### src/rtl/mem_port_arbiter_if.sv
// Bus bundle for mem_port_arbiter: fetch port, data port and the shared memory port.
// slave = arbiter view, master = environment view (pipeline + memory model).
interface mem_port_arbiter_if;
  logic [63:0] imem_addr;
  logic        imem_addr_valid;
  logic [63:0] imem_data;
  logic        imem_data_valid;

  logic [63:0] dmem_addr;
  logic        dmem_addr_valid;
  logic        dmem_we;
  logic [63:0] dmem_wdata;
  logic [63:0] dmem_data;
  logic        dmem_data_valid;

  logic        mem_req;
  logic [63:0] mem_addr;
  logic        mem_we;
  logic [63:0] mem_wdata;
  logic        mem_ack;
  logic [63:0] mem_rdata;

  // Handshake: *_addr_valid is held until the one-cycle *_data_valid strobe;
  // mem_req is held with stable mem_addr/we/wdata until mem_ack, rdata valid with ack.
  modport slave (
    input  imem_addr, imem_addr_valid,
    output imem_data, imem_data_valid,
    input  dmem_addr, dmem_addr_valid, dmem_we, dmem_wdata,
    output dmem_data, dmem_data_valid,
    output mem_req, mem_addr, mem_we, mem_wdata,
    input  mem_ack, mem_rdata
  );

  modport master (
    output imem_addr, imem_addr_valid,
    input  imem_data, imem_data_valid,
    output dmem_addr, dmem_addr_valid, dmem_we, dmem_wdata,
    input  dmem_data, dmem_data_valid,
    input  mem_req, mem_addr, mem_we, mem_wdata,
    output mem_ack, mem_rdata
  );
endinterface

### src/rtl/mem_port_arbiter.sv
// Shares one memory port between fetch and data requesters; data has priority,
// fetch starvation bounded by STARVE_LIMIT. Optional counters: define MEMARB_STATS_EN.
module mem_port_arbiter #(
  parameter int unsigned STARVE_LIMIT = 4
) (
  input  logic                clk,
  input  logic                rst_n,
  mem_port_arbiter_if.slave   bus,
  output logic [1:0]          dbg_state
`ifdef MEMARB_STATS_EN
  ,
  output logic [31:0]         stat_fetch_wait,
  output logic [31:0]         stat_data_grants
`endif
);

  typedef enum logic [1:0] {
    IDLE   = 2'd0,
    I_BUSY = 2'd1,
    D_BUSY = 2'd2,
    RESP   = 2'd3
  } state_e;

  localparam logic [3:0] LIMIT = 4'(STARVE_LIMIT);

  state_e      state_q, state_d;
  logic [3:0]  streak_q, streak_d;
  logic        grant_i, grant_d;

  logic        mem_req_q, mem_req_d;
  logic [63:0] mem_addr_q, mem_addr_d;
  logic        mem_we_q, mem_we_d;
  logic [63:0] mem_wdata_q, mem_wdata_d;
  logic [63:0] imem_data_q, imem_data_d;
  logic        imem_dv_q, imem_dv_d;
  logic [63:0] dmem_data_q, dmem_data_d;
  logic        dmem_dv_q, dmem_dv_d;

  always_ff @(posedge clk or negedge rst_n) begin
    if (!rst_n) begin
      state_q     <= IDLE;
      streak_q    <= '0;
      mem_req_q   <= 1'b0;
      mem_addr_q  <= '0;
      mem_we_q    <= 1'b0;
      mem_wdata_q <= '0;
      imem_data_q <= '0;
      imem_dv_q   <= 1'b0;
      dmem_data_q <= '0;
      dmem_dv_q   <= 1'b0;
    end else begin
      state_q     <= state_d;
      streak_q    <= streak_d;
      mem_req_q   <= mem_req_d;
      mem_addr_q  <= mem_addr_d;
      mem_we_q    <= mem_we_d;
      mem_wdata_q <= mem_wdata_d;
      imem_data_q <= imem_data_d;
      imem_dv_q   <= imem_dv_d;
      dmem_data_q <= dmem_data_d;
      dmem_dv_q   <= dmem_dv_d;
    end
  end

  // Data wins unless a waiting fetch has already been passed over LIMIT times.
  always_comb begin
    state_d = state_q;
    grant_i = 1'b0;
    grant_d = 1'b0;
    unique case (state_q)
      IDLE: begin
        if (bus.dmem_addr_valid && (streak_q < LIMIT)) begin
          grant_d = 1'b1;
          state_d = D_BUSY;
        end else if (bus.imem_addr_valid) begin
          grant_i = 1'b1;
          state_d = I_BUSY;
        end else if (bus.dmem_addr_valid) begin
          grant_d = 1'b1;
          state_d = D_BUSY;
        end
      end
      I_BUSY, D_BUSY: begin
        if (bus.mem_ack) state_d = RESP;
      end
      RESP:    state_d = IDLE;
      default: state_d = IDLE;
    endcase
  end

  always_comb begin
    streak_d    = streak_q;
    mem_req_d   = mem_req_q;
    mem_addr_d  = mem_addr_q;
    mem_we_d    = mem_we_q;
    mem_wdata_d = mem_wdata_q;
    imem_data_d = imem_data_q;
    imem_dv_d   = 1'b0;
    dmem_data_d = dmem_data_q;
    dmem_dv_d   = 1'b0;

    if (grant_d) begin
      mem_req_d   = 1'b1;
      mem_addr_d  = bus.dmem_addr;
      mem_we_d    = bus.dmem_we;
      mem_wdata_d = bus.dmem_wdata;
      streak_d    = bus.imem_addr_valid ? (streak_q + 4'd1) : 4'd0;
    end
    if (grant_i) begin
      mem_req_d   = 1'b1;
      mem_addr_d  = bus.imem_addr;
      mem_we_d    = 1'b0;
      mem_wdata_d = '0;
      streak_d    = 4'd0;
    end
    if ((state_q == I_BUSY) && bus.mem_ack) begin
      imem_data_d = bus.mem_rdata;
      imem_dv_d   = 1'b1;
      mem_req_d   = 1'b0;
    end
    if ((state_q == D_BUSY) && bus.mem_ack) begin
      dmem_data_d = bus.mem_rdata;
      dmem_dv_d   = 1'b1;
      mem_req_d   = 1'b0;
    end
  end

  assign bus.mem_req         = mem_req_q;
  assign bus.mem_addr        = mem_addr_q;
  assign bus.mem_we          = mem_we_q;
  assign bus.mem_wdata       = mem_wdata_q;
  assign bus.imem_data       = imem_data_q;
  assign bus.imem_data_valid = imem_dv_q;
  assign bus.dmem_data       = dmem_data_q;
  assign bus.dmem_data_valid = dmem_dv_q;
  assign dbg_state           = state_q;

`ifdef MEMARB_STATS_EN
  logic [31:0] fetch_wait_q, fetch_wait_d;
  logic [31:0] data_grants_q, data_grants_d;
  logic        fetch_served;

  // A fetch is being served while in I_BUSY or in the RESP cycle of a fetch.
  always_comb begin
    fetch_served  = (state_q == I_BUSY) || ((state_q == RESP) && imem_dv_q);
    fetch_wait_d  = fetch_wait_q;
    data_grants_d = data_grants_q;
    if (bus.imem_addr_valid && !fetch_served && (fetch_wait_q != 32'hFFFF_FFFF))
      fetch_wait_d = fetch_wait_q + 32'd1;
    if (grant_d && (data_grants_q != 32'hFFFF_FFFF))
      data_grants_d = data_grants_q + 32'd1;
  end

  always_ff @(posedge clk or negedge rst_n) begin
    if (!rst_n) begin
      fetch_wait_q  <= '0;
      data_grants_q <= '0;
    end else begin
      fetch_wait_q  <= fetch_wait_d;
      data_grants_q <= data_grants_d;
    end
  end

  assign stat_fetch_wait  = fetch_wait_q;
  assign stat_data_grants = data_grants_q;
`endif

endmodule

### src/flat_wrapper.sv
// flat-port wrapper written by rule: the top's interface ports become plain ports
module mem_port_arbiter_flat 
#(
  parameter int unsigned STARVE_LIMIT = 4
)
  (clk, rst_n, dbg_state, bus_imem_addr, bus_imem_addr_valid, bus_imem_data, bus_imem_data_valid, bus_dmem_addr, bus_dmem_addr_valid, bus_dmem_we, bus_dmem_wdata, bus_dmem_data, bus_dmem_data_valid, bus_mem_req, bus_mem_addr, bus_mem_we, bus_mem_wdata, bus_mem_ack, bus_mem_rdata);
  mem_port_arbiter_if bus_i ();
  input  logic clk;
  input  logic rst_n;
  output logic [1:0] dbg_state;
  input wire logic [$bits(bus_i.imem_addr)-1:0] bus_imem_addr;
  input wire logic [$bits(bus_i.imem_addr_valid)-1:0] bus_imem_addr_valid;
  output wire logic [$bits(bus_i.imem_data)-1:0] bus_imem_data;
  output wire logic [$bits(bus_i.imem_data_valid)-1:0] bus_imem_data_valid;
  input wire logic [$bits(bus_i.dmem_addr)-1:0] bus_dmem_addr;
  input wire logic [$bits(bus_i.dmem_addr_valid)-1:0] bus_dmem_addr_valid;
  input wire logic [$bits(bus_i.dmem_we)-1:0] bus_dmem_we;
  input wire logic [$bits(bus_i.dmem_wdata)-1:0] bus_dmem_wdata;
  output wire logic [$bits(bus_i.dmem_data)-1:0] bus_dmem_data;
  output wire logic [$bits(bus_i.dmem_data_valid)-1:0] bus_dmem_data_valid;
  output wire logic [$bits(bus_i.mem_req)-1:0] bus_mem_req;
  output wire logic [$bits(bus_i.mem_addr)-1:0] bus_mem_addr;
  output wire logic [$bits(bus_i.mem_we)-1:0] bus_mem_we;
  output wire logic [$bits(bus_i.mem_wdata)-1:0] bus_mem_wdata;
  input wire logic [$bits(bus_i.mem_ack)-1:0] bus_mem_ack;
  input wire logic [$bits(bus_i.mem_rdata)-1:0] bus_mem_rdata;
  assign bus_i.imem_addr = bus_imem_addr;
  assign bus_i.imem_addr_valid = bus_imem_addr_valid;
  assign bus_imem_data = bus_i.imem_data;
  assign bus_imem_data_valid = bus_i.imem_data_valid;
  assign bus_i.dmem_addr = bus_dmem_addr;
  assign bus_i.dmem_addr_valid = bus_dmem_addr_valid;
  assign bus_i.dmem_we = bus_dmem_we;
  assign bus_i.dmem_wdata = bus_dmem_wdata;
  assign bus_dmem_data = bus_i.dmem_data;
  assign bus_dmem_data_valid = bus_i.dmem_data_valid;
  assign bus_mem_req = bus_i.mem_req;
  assign bus_mem_addr = bus_i.mem_addr;
  assign bus_mem_we = bus_i.mem_we;
  assign bus_mem_wdata = bus_i.mem_wdata;
  assign bus_i.mem_ack = bus_mem_ack;
  assign bus_i.mem_rdata = bus_mem_rdata;
  mem_port_arbiter #(.STARVE_LIMIT(STARVE_LIMIT)) u_core (.clk(clk), .rst_n(rst_n), .bus(bus_i), .dbg_state(dbg_state));
endmodule
### config.mk
export PLATFORM = sky130hd
export DESIGN_NAME = mem_port_arbiter_flat
export DESIGN_NICKNAME = d
export VERILOG_FILES = /design/src/rtl/mem_port_arbiter_if.sv /design/src/rtl/mem_port_arbiter.sv /design/src/flat_wrapper.sv
export SDC_FILE = /design/constraint.sdc
export NUM_CORES = 1
export LEC_CHECK = 0
export ABC_AREA = 0
export CAP_MARGIN = 20
export CORE_AREA = 4 4 200 202
export CTS_CLUSTER_DIAMETER = 200
export DETAILED_ROUTE_END_ITERATION = 8
export DIE_AREA = 0 0 204 206
export DONT_BUFFER_PORTS = 1
export PLACE_DENSITY_LB_ADDON = 0.3
export SLEW_MARGIN = 10
export SYNTH_ARGS = -nofsm -noshare
export SYNTH_HDL_FRONTEND = slang
export SYNTH_SLANG_ARGS = --single-unit
### constraint.sdc
create_clock -name clk -period 2.1 [get_ports clk]
set_clock_uncertainty 0.15 [all_clocks]
set_input_delay 0.42 -clock clk [delete_from_list [all_inputs] [get_ports clk]]
set_output_delay 0.42 -clock clk [all_outputs]
set_load 0.005 [all_outputs]
==> summary.txt <==
Fill count -> 3514
GR peak layer -> met2
Largest delay share family, worst path -> simple AND/OR/NAND/NOR gates
Routed len/inst -> 23.00 µm
Post-synth top area share -> 62.69%
Final Setup Violations -> 0
Max Slew Vio Count -> 0
Pwr Total -> 0.02110 W
CP max stage cell -> or3b_2
Yosys top cell by area -> dfrtp_1
TNS Setup -> 0 ns
Cell count after synthesis -> 821
I/O pin count -> 524
Startpoint class of the critical path -> flip-flop
Clk_lat worst skew -> 0.56 ns
Avg Vias per Cell -> 5.023
HP Class -> in2async
Final wirelength -> 36.98 mm
Cts bufs inserted -> 29
Synth warnings -> 0
Critical path cell sequence -> or3b_2 -> buf_12 -> buf_4 -> a21oi_1 -> o21ai_1
Synth unique cells -> 24
M3 GR Usage -> 5.853%
Status -> finished with violations
Max-cap violations -> 0
Final hold slack -> -0.5956 ns
Final non-filler cell total -> 1608
Arrival @ worst endpoint -> 2.27 ns
Setup repair after global routing missed its margin -> no
Gp weighted congestion -> 0.7903
Routed Antenna Nets -> 0
Core Box Area -> 0.03829 mm²
Detailed Route Iter0 Violations -> 595
Initial antenna violation count -> 2
Mapped Area -> 0.01062 mm²
CP bufs+invs -> 2
Cells after DPL -> 1297
GRT met1 Usage -> 18.72%
Met2 Resource Use GR -> 28.06%
CTS max path bufs -> 3
Count leader, synth -> dfrtp_1
Yosys reg bits -> 266
Number of synthesized flops with an enable pin -> 0
H-tree depth -> 1
Hpwl dp -> 23.43 mm
Worst Path Max Fanout -> 30
Grt ovf -> 0
Post-synth ARST share -> 100.0%
Crit end category -> flip-flop
Hold buffers post-CTS -> 258
Post-route cell area -> 0.01496 mm²
DR pass1 iterations -> 5
Utilization after layout -> 39.08%
Crit Path Category -> reg2reg
Chip width -> 204 µm
Initial Util -> 27.73%
CTS tree -> built
Die height -> 206 µm
Number of global-route vias before repair -> 8609
Final nets -> 1335
Largest net degree at the start of global routing -> 267
Full die area -> 0.04202 mm²
Area growth from synthesis to layout -> 40.93%
Mean Syn Cell Area -> 12.93 µm²
Slew @ Worst Pin -> 0.7753 ns
Row count -> 72
Via count -> 8077
PwrDens -> 1410 mW/mm²
Worst-path clk slew -> 0.06 ns
DRC viols -> 0
Sink Count -> 266
Net Count, Synth -> 1088
Minimum clock period -> 2.000 ns
Total GRT Usage -> 16.39%
Post-CTS Setup Inserts -> 0
DP Area -> 0.01135 mm²
Global-route wire length before repair -> 53.97 mm
Cells taking the most area after synthesis -> dfrtp_1 63%, mux2_2 14%, a22o_1 5.4%
Ys flop type -> dfrtp_1
Max Freq -> 0.5000 GHz
Port-buffer cells -> 0
Sequential area share after synthesis -> 62.69%
Failing checks -> hold timing
Period utilization -> 95.24%
Relative slew slack -> 48.31%
Leakage power -> 6.384 nW
Final hold vios -> 266
Diode count -> 0
Root buffer cell -> clkbuf_16
Commonest cells post-synth -> 266 x dfrtp_1, 130 x mux2_2, 67 x nand2_1, 66 x a22o_1, 65 x a21oi_1
Layout cell share with drive strength beyond 1 -> 20.00%
Worst path required time -> 2.37 ns
VDD IR max -> 0.6555 mV
Crit path largest cell delay -> 0.58 ns
registers in the layout (all words and copies together) (netlist names):
name and cells:
u_core.bus.dmem_data_valid 1, u_core.bus.imem_data 64, u_core.streak_q 4, u_core.bus.mem_req 1, u_core.bus.mem_wdata 64, u_core.bus.mem_addr 64
u_core.dbg_state 2, u_core.bus.imem_data_valid 1, u_core.bus.dmem_data 64, u_core.bus.mem_we 1
logic make-up after synthesis:
group | Yosys count | synth area share [%]
fa+ha+maj | 5 | 0.5892
simple gates | 80 | 3.076
flops | 266 | 62.69
compound gates | 265 | 16.38
buf+inv | 74 | 3.382
mux | 131 | 13.88
placed cells by master, fill, tap and decap left out, types with 13 or more instances in the layout:
cell and instances:
dfrtp_1 266, dlygate4sd3_1 258, mux2_2 130, nand2_1 66
a22o_1 66, a21oi_1 65, a22oi_1 64, o21ai_0 34
o21ai_1 31, clkbuf_16 29, buf_12 15, buf_4 13
cell type report:
type | instances | area [µm²] | area share [%]
repair buffers | 286 | 2980 | 19.92
clock buffers | 36 | 792.0 | 5.293
clock inverters | 17 | 239.0 | 1.597
well taps | 518 | 648.1 | 4.331
inverters | 4 | 15.01 | 0.1003
flip-flops and latches | 266 | 6656 | 44.49
multi-input cells | 481 | 3632 | 24.27
power breakdown:
group	total (W)	leakage (nW)	switching, W	internal (W)
combinational	0.00568	2.62	0.00260	0.00308
sequential	0.00995	3.25	0.00234	0.00761
clock	0.00547	0.509	0.00216	0.00331
total	0.0211	6.38	0.00711	0.0140
path summary, 6_finish.rpt:
kind	depth (start not counted)	to	slack [ns]	startpoint
min in group clk	3	u_core.dbg_state[0]	0.07	bus_imem_addr_valid
worst min register to register	1	u_core.streak_q[1]	0.37	u_core.streak_q[1]
worst max-delay path	5	u_core.bus.mem_addr[29]	0.1	u_core.streak_q[2]
worst max register to register	5	u_core.bus.mem_addr[29]	0.1	u_core.streak_q[2]
worst min-delay path	0	u_core.bus.imem_data[24]	-0.60	rst_n
max in group asynchronous	0	u_core.bus.dmem_data[37]	1.73	rst_n
per-layer routing:
layer | wire length, µm | vias to the layer above
met4 | 1558 | 4
met1 | 12810 | 3947
li1 | - | 3473
met5 | 26 | -
met3 | 4159 | 113
met2 | 18430 | 540
repair_timing:
item / 4_1_cts / 5_1_grt
hold endpoints to repair: 525 / 266
setup endpoints to repair: 0 / 1
gates resized for setup: 0 / 1
stage by stage:
stage | hold slack, ns | setup WS (ns)
6_report | -0.5956 | 0.09999
3_3_place_gp | -0.01971 | 0.2312
5_1_grt | -0.6326 | 0.01243
2_1_floorplan | -0.02559 | 0.2514
4_1_cts | -0.6326 | 0.1023
3_5_place_dp | -0.01912 | 0.1473
Note: power is estimated with default switching activity, not from simulation.
